File: src/rtl/generic_divider_pkg.sv
`default_nettype none
// +--------------------------------------------------------------------+
// | generic_divider_pkg: shared state encodings for the divider        |
// | rev 1.0                                                            |
// +--------------------------------------------------------------------+
package generic_divider_pkg;

  typedef enum logic [1:0] {
    ST_IDLE   = 2'd0,
    ST_DIVIDE = 2'd1,
    ST_DONE   = 2'd2
  } state_t;

endpackage
`default_nettype wire

File: src/rtl/generic_subtractor.sv
`default_nettype none
// +--------------------------------------------------------------------+
// | generic_subtractor: S = A - B as A + ~B + 1 over a full-adder chain|
// | rev 1.0                                                            |
// +--------------------------------------------------------------------+
module generic_subtractor #(
  parameter int w = 9
) (
  input  logic [w-1:0] A,
  input  logic [w-1:0] B,
  output logic [w-1:0] S,
  output logic         borrowout
);

  logic [w:0]   carry;
  logic [w-1:0] b_inv;

  assign carry[0] = 1'b1;
  assign b_inv    = ~B;

  for (genvar i = 0; i < w; i++) begin : g_fa
    assign S[i]       = A[i] ^ b_inv[i] ^ carry[i];
    assign carry[i+1] = (A[i] & b_inv[i]) | (carry[i] & (A[i] ^ b_inv[i]));
  end

  // No carry out of the top bit means A < B.
  assign borrowout = ~carry[w];

endmodule
`default_nettype wire

File: src/rtl/generic_divider.sv
`default_nettype none
// +--------------------------------------------------------------------+
// | generic_divider: iterative restoring unsigned divider, 1 bit/clock |
// | rev 1.0                                                            |
// +--------------------------------------------------------------------+
module generic_divider
  import generic_divider_pkg::*;
#(
  parameter int n = 8
) (
  input  logic         clk,
  input  logic         reset,
  input  logic         start,
  input  logic [n-1:0] dividend,
  input  logic [n-1:0] divisor,
  output logic [n-1:0] quotient,
  output logic [n-1:0] remainder,
  output logic         busy,
  output logic         done,
  output logic         divByZero
);

  localparam int CW = $clog2(n + 1);

  state_t          state;
  state_t          state_next;
  logic [n:0]      r;
  logic [n-1:0]    q;
  logic [n-1:0]    d;
  logic [CW-1:0]   cnt;
  logic [n:0]      rs;
  logic [n:0]      diff;
  logic            borrow;
  logic [n:0]      r_next;
  logic [n-1:0]    q_next;
  logic            zero_div;
  logic            last_iter;
  logic            unused_r_msb;

  // The top bit of R is always zero once an iteration settles.
  assign unused_r_msb = r[n];
  assign rs           = {r[n-1:0], q[n-1]};

  generic_subtractor #(
    .w(n + 1)
  ) u_sub (
    .A        (rs),
    .B        ({1'b0, d}),
    .S        (diff),
    .borrowout(borrow)
  );

  assign r_next    = borrow ? rs : diff;
  assign q_next    = {q[n-2:0], ~borrow};
  assign zero_div  = (cnt == CW'(n)) && (d == '0);
  assign last_iter = (cnt == CW'(1));

  always_comb begin
    state_next = state;
    case (state)
      ST_IDLE:   if (start) state_next = ST_DIVIDE;
      ST_DIVIDE: if (zero_div || last_iter) state_next = ST_DONE;
      ST_DONE:   state_next = ST_IDLE;
      default:   state_next = ST_IDLE;
    endcase
  end

  always_ff @(posedge clk or negedge reset) begin
    if (!reset) begin
      state     <= ST_IDLE;
      r         <= '0;
      q         <= '0;
      d         <= '0;
      cnt       <= '0;
      quotient  <= '0;
      remainder <= '0;
      busy      <= 1'b0;
      done      <= 1'b0;
      divByZero <= 1'b0;
    end else begin
      state <= state_next;
      case (state)
        ST_IDLE: begin
          if (start) begin
            q         <= dividend;
            d         <= divisor;
            r         <= '0;
            cnt       <= CW'(n);
            busy      <= 1'b1;
            divByZero <= 1'b0;
          end
        end
        ST_DIVIDE: begin
          if (zero_div) begin
            // Q still holds the untouched dividend on the first iteration.
            quotient  <= '1;
            remainder <= q;
            divByZero <= 1'b1;
            done      <= 1'b1;
          end else begin
            r   <= r_next;
            q   <= q_next;
            cnt <= cnt - CW'(1);
            if (last_iter) begin
              quotient  <= q_next;
              remainder <= r_next[n-1:0];
              done      <= 1'b1;
            end
          end
        end
        ST_DONE: begin
          done <= 1'b0;
          busy <= 1'b0;
        end
        default: ;
      endcase
    end
  end

endmodule
`default_nettype wire

File: config.mk
export PLATFORM = sky130hd
export DESIGN_NAME = generic_divider
export DESIGN_NICKNAME = d
export VERILOG_FILES = /design/src/rtl/generic_divider_pkg.sv /design/src/rtl/generic_subtractor.sv /design/src/rtl/generic_divider.sv
export SDC_FILE = /design/constraint.sdc
export NUM_CORES = 1
export LEC_CHECK = 0
export ABC_CLOCK_PERIOD_IN_PS = 5600
export BUFFER_PORTS_ARGS = -buffer_cell sky130_fd_sc_hd__buf_2
export CORE_MARGIN = 2
export CORE_UTILIZATION = 35
export DETAILED_ROUTE_END_ITERATION = 8
export PLACE_DENSITY = 0.53
export SLEW_MARGIN = 40
export SYNTH_ARGS = -nofsm -noshare
export SYNTH_HDL_FRONTEND = slang
export SYNTH_HIERARCHICAL = 1
export SYNTH_SLANG_ARGS = --single-unit
export TNS_END_PERCENT = 10
File: constraint.sdc
create_clock -name clk -period 5.6 [get_ports clk]
set_input_delay 1.12 -clock clk [delete_from_list [all_inputs] [get_ports clk]]
set_output_delay 1.12 -clock clk [all_outputs]
set_load 0.02 [all_outputs]
==> flow_summary.toml <==
[floorplanning]
num_io_pins = 38
rows = 30
core_region_area_um2 = 6830
die-area_um2 = 7760
start_util_pct = 36.2
die_w_um = 88.1
chipHeight_um = 88.1

[sta]
post-route-min-period_ns = 4.62
finalCritPeriodShare_pct = 82.5
worstMarginPinSlew_ns = 0.660
timing.fmax_mhz = 216
skew_ns = 0.0116
finalHoldViolations = 0
drv_slew = 0
holdWs_ns = 0.479
relSlewSlack_pct = 56.0
rsz0062_at_grt = "false"
fin_ws_ns = 0.979
timing.setup.tns_ns = 0
setup-violations-final = 0

[worst_hold_path]
holdPathStages = 2
hold_end = "divByZero"
hold_class = "flip-flop to flip-flop"
min-delay-start = "divByZero"

[placement]
io_buffers = 37
routabilityCongestion = 0.771
pre_cts_slack_ns = 0.993
hpwlAfterDp_um = 3840
dp_cells = 373

[layout]
areaGrowthSynthToFinish_pct = 15.1
antenna_cells = 0
fillers = 719
fin_util_pct = 41.7
layout-drive-gt1-share_pct = 19.6
final_net_count = 315
final-instance-count-excl-fill = 381

[clock_network]
cts_buffer_depth = 2
htreeDepth = 2
cts_buffers = 5
worst_skew_pair.late_latency_ns = 0.31
cts_setup_buffers = 0
clock_sinks = 49
postCtsHoldBufs = 0
path_clk_slew_ns = 0.09
cts_tree = "yes"
root_buffer = "clkbuf_8"
cts_resized = 0

[power_and_ir_drop]
power_switching_uw = 822
vdd_drop_max_v = 0.000230
switching_share_pct = 45.0
pwr_density_cell_nw_per_um2 = 642
total_leakage_power_uw = 0.00148
seqPwrFrac_pct = 37.5
clock_power_share_pct = 11.8
p_comb_share_pct = 50.7
power.internal_uw = 1010

[setup_path]
cp_top_family = "adder cells"
worst-path-buf-inv = 3
start_kind = "flip-flop"
reg2reg_to = "remainder[7]"
rrSetupSlack_ns = 0.98
crit_required_ns = 5.79
timing.rr.start = "q[7]"
r2r_cells = 15
crit_path_end_kind = "flip-flop"
max_stage_delay_ns = 0.63
crit_arrival_ns = 4.81
crit_path_frequent_cell = "fa_1"
slowest_stage = "fa_1"
cp_max_fo = 10
worstSetupPathType = "flip-flop to flip-flop"
cp_cell_sequence = "inv_1 > ha_1 > inv_1 > fa_1 > inv_1 > fa_1 > fa_1 > fa_1 > fa_1 > fa_1 > fa_1 > fa_1 > mux2i_1 > nor2_1 > a221o_1"

[global_route]
antenna_found_initial = 0
grt_pass1_wl_um = 9730
track_usage_pct = 16.5
grt_max_degree = 50
grt_pass1_vias = 1846
overflow = 0

[yosys]
ys_warn_count = 6
syn_area_per_cell_um2 = 9.94
synthCells = 249
syn-num-nets = 280
syn-cell-area_um2 = 2480

[drt]
drc = 0
drt-initial-drc-count = 136
avgRoutedWirePerCell_um = 14.7
drt-pass1-iter-count = 4
vias = 1842
via_per_inst = 4.83
wl_um = 5620
postRouteAntennaNets = 0

[outcome]
status = "complete, no violations"

[job]
max-cap-violations = 0
placed cells by master (no fill, tap or decap), types with 2 or more instances in the layout:
cell / n
nand2_1: 62
buf_4: 3
nor3_1: 10
inv_1: 23
dfrtp_1: 49
a221o_1: 8
fa_1: 8
mux2i_1: 18
o21ai_0: 3
nand2b_1: 2
ha_1: 4
clkbuf_8: 5
buf_2: 37
nand3_1: 14
a31oi_1: 7
a21oi_1: 2
nor2_1: 8
stage by stage:
stage / cell area (µm²) / total power, µW
CTS: 2840 / 1850
floorplan: 2480 / 1370
global placement: 2750 / 1620
global route: 2850 / 2020
detailed placement: 2750 / 1630
finish: 2850 / 1830
per-layer routing:
layer	up-vias	share of wire (%)	GRT usage (%)
met2	38	46	26.5
met3	6	3.9	4.34
li1	902	-	-
met1	896	49	22.7
met4	0	0.91	3.31
met5	-	0	0
worst register-to-register path, cell delays in order (launching register included):
cell,delay (ns)
dfrtp_1,0.40
inv_1,0.06
ha_1,0.19
inv_1,0.06
fa_1,0.15
inv_1,0.05
fa_1,0.37
fa_1,0.39
fa_1,0.38
fa_1,0.39
fa_1,0.39
fa_1,0.40
fa_1,0.63
mux2i_1,0.32
nor2_1,0.06
a221o_1,0.28
power by group through the flow:
stage	combinational, µW	sequential, µW	clock, µW
after floorplan	642	725	0
after global placement	923	694	0
after detailed placement	930	697	0
after CTS	937	689	226
after global routing	1070	716	239
final	927	687	215
flip-flops by register name, indices dropped and copies added, names as in the netlist:
signal and cells:
busy 1, cnt 4, d 8, divByZero 1
done 1, q 8, quotient 8, r 8
remainder 8, state 2
worst max path at each step:
stage / to / start / slack, ns / depth (start not counted)
2_1_floorplan: remainder[0] / q[7] / 1.25 / 16
3_3_place_gp: remainder[7] / q[7] / 1.03 / 15
3_5_place_dp: remainder[7] / q[7] / 0.99 / 15
4_1_cts: remainder[7] / q[7] / 0.98 / 15
5_1_grt: remainder[7] / q[7] / 0.78 / 15
6_report: remainder[7] / q[7] / 0.98 / 15
area by class of cell:
| type | instances | area, µm² | share of cell area, % |
|---|---|---|---|
| Inverter | 23 | 86.3 | 3.03 |
| Sequential cell | 49 | 1230 | 43.0 |
| Timing Repair Buffer | 40 | 208 | 7.29 |
| Clock buffer | 5 | 68.8 | 2.42 |
| Tap cell | 96 | 120 | 4.22 |
| Multi-Input combinational cell | 165 | 1120 | 39.3 |
| Clock inverter | 3 | 21.3 | 0.747 |
Power figures use the tool's default switching activity.
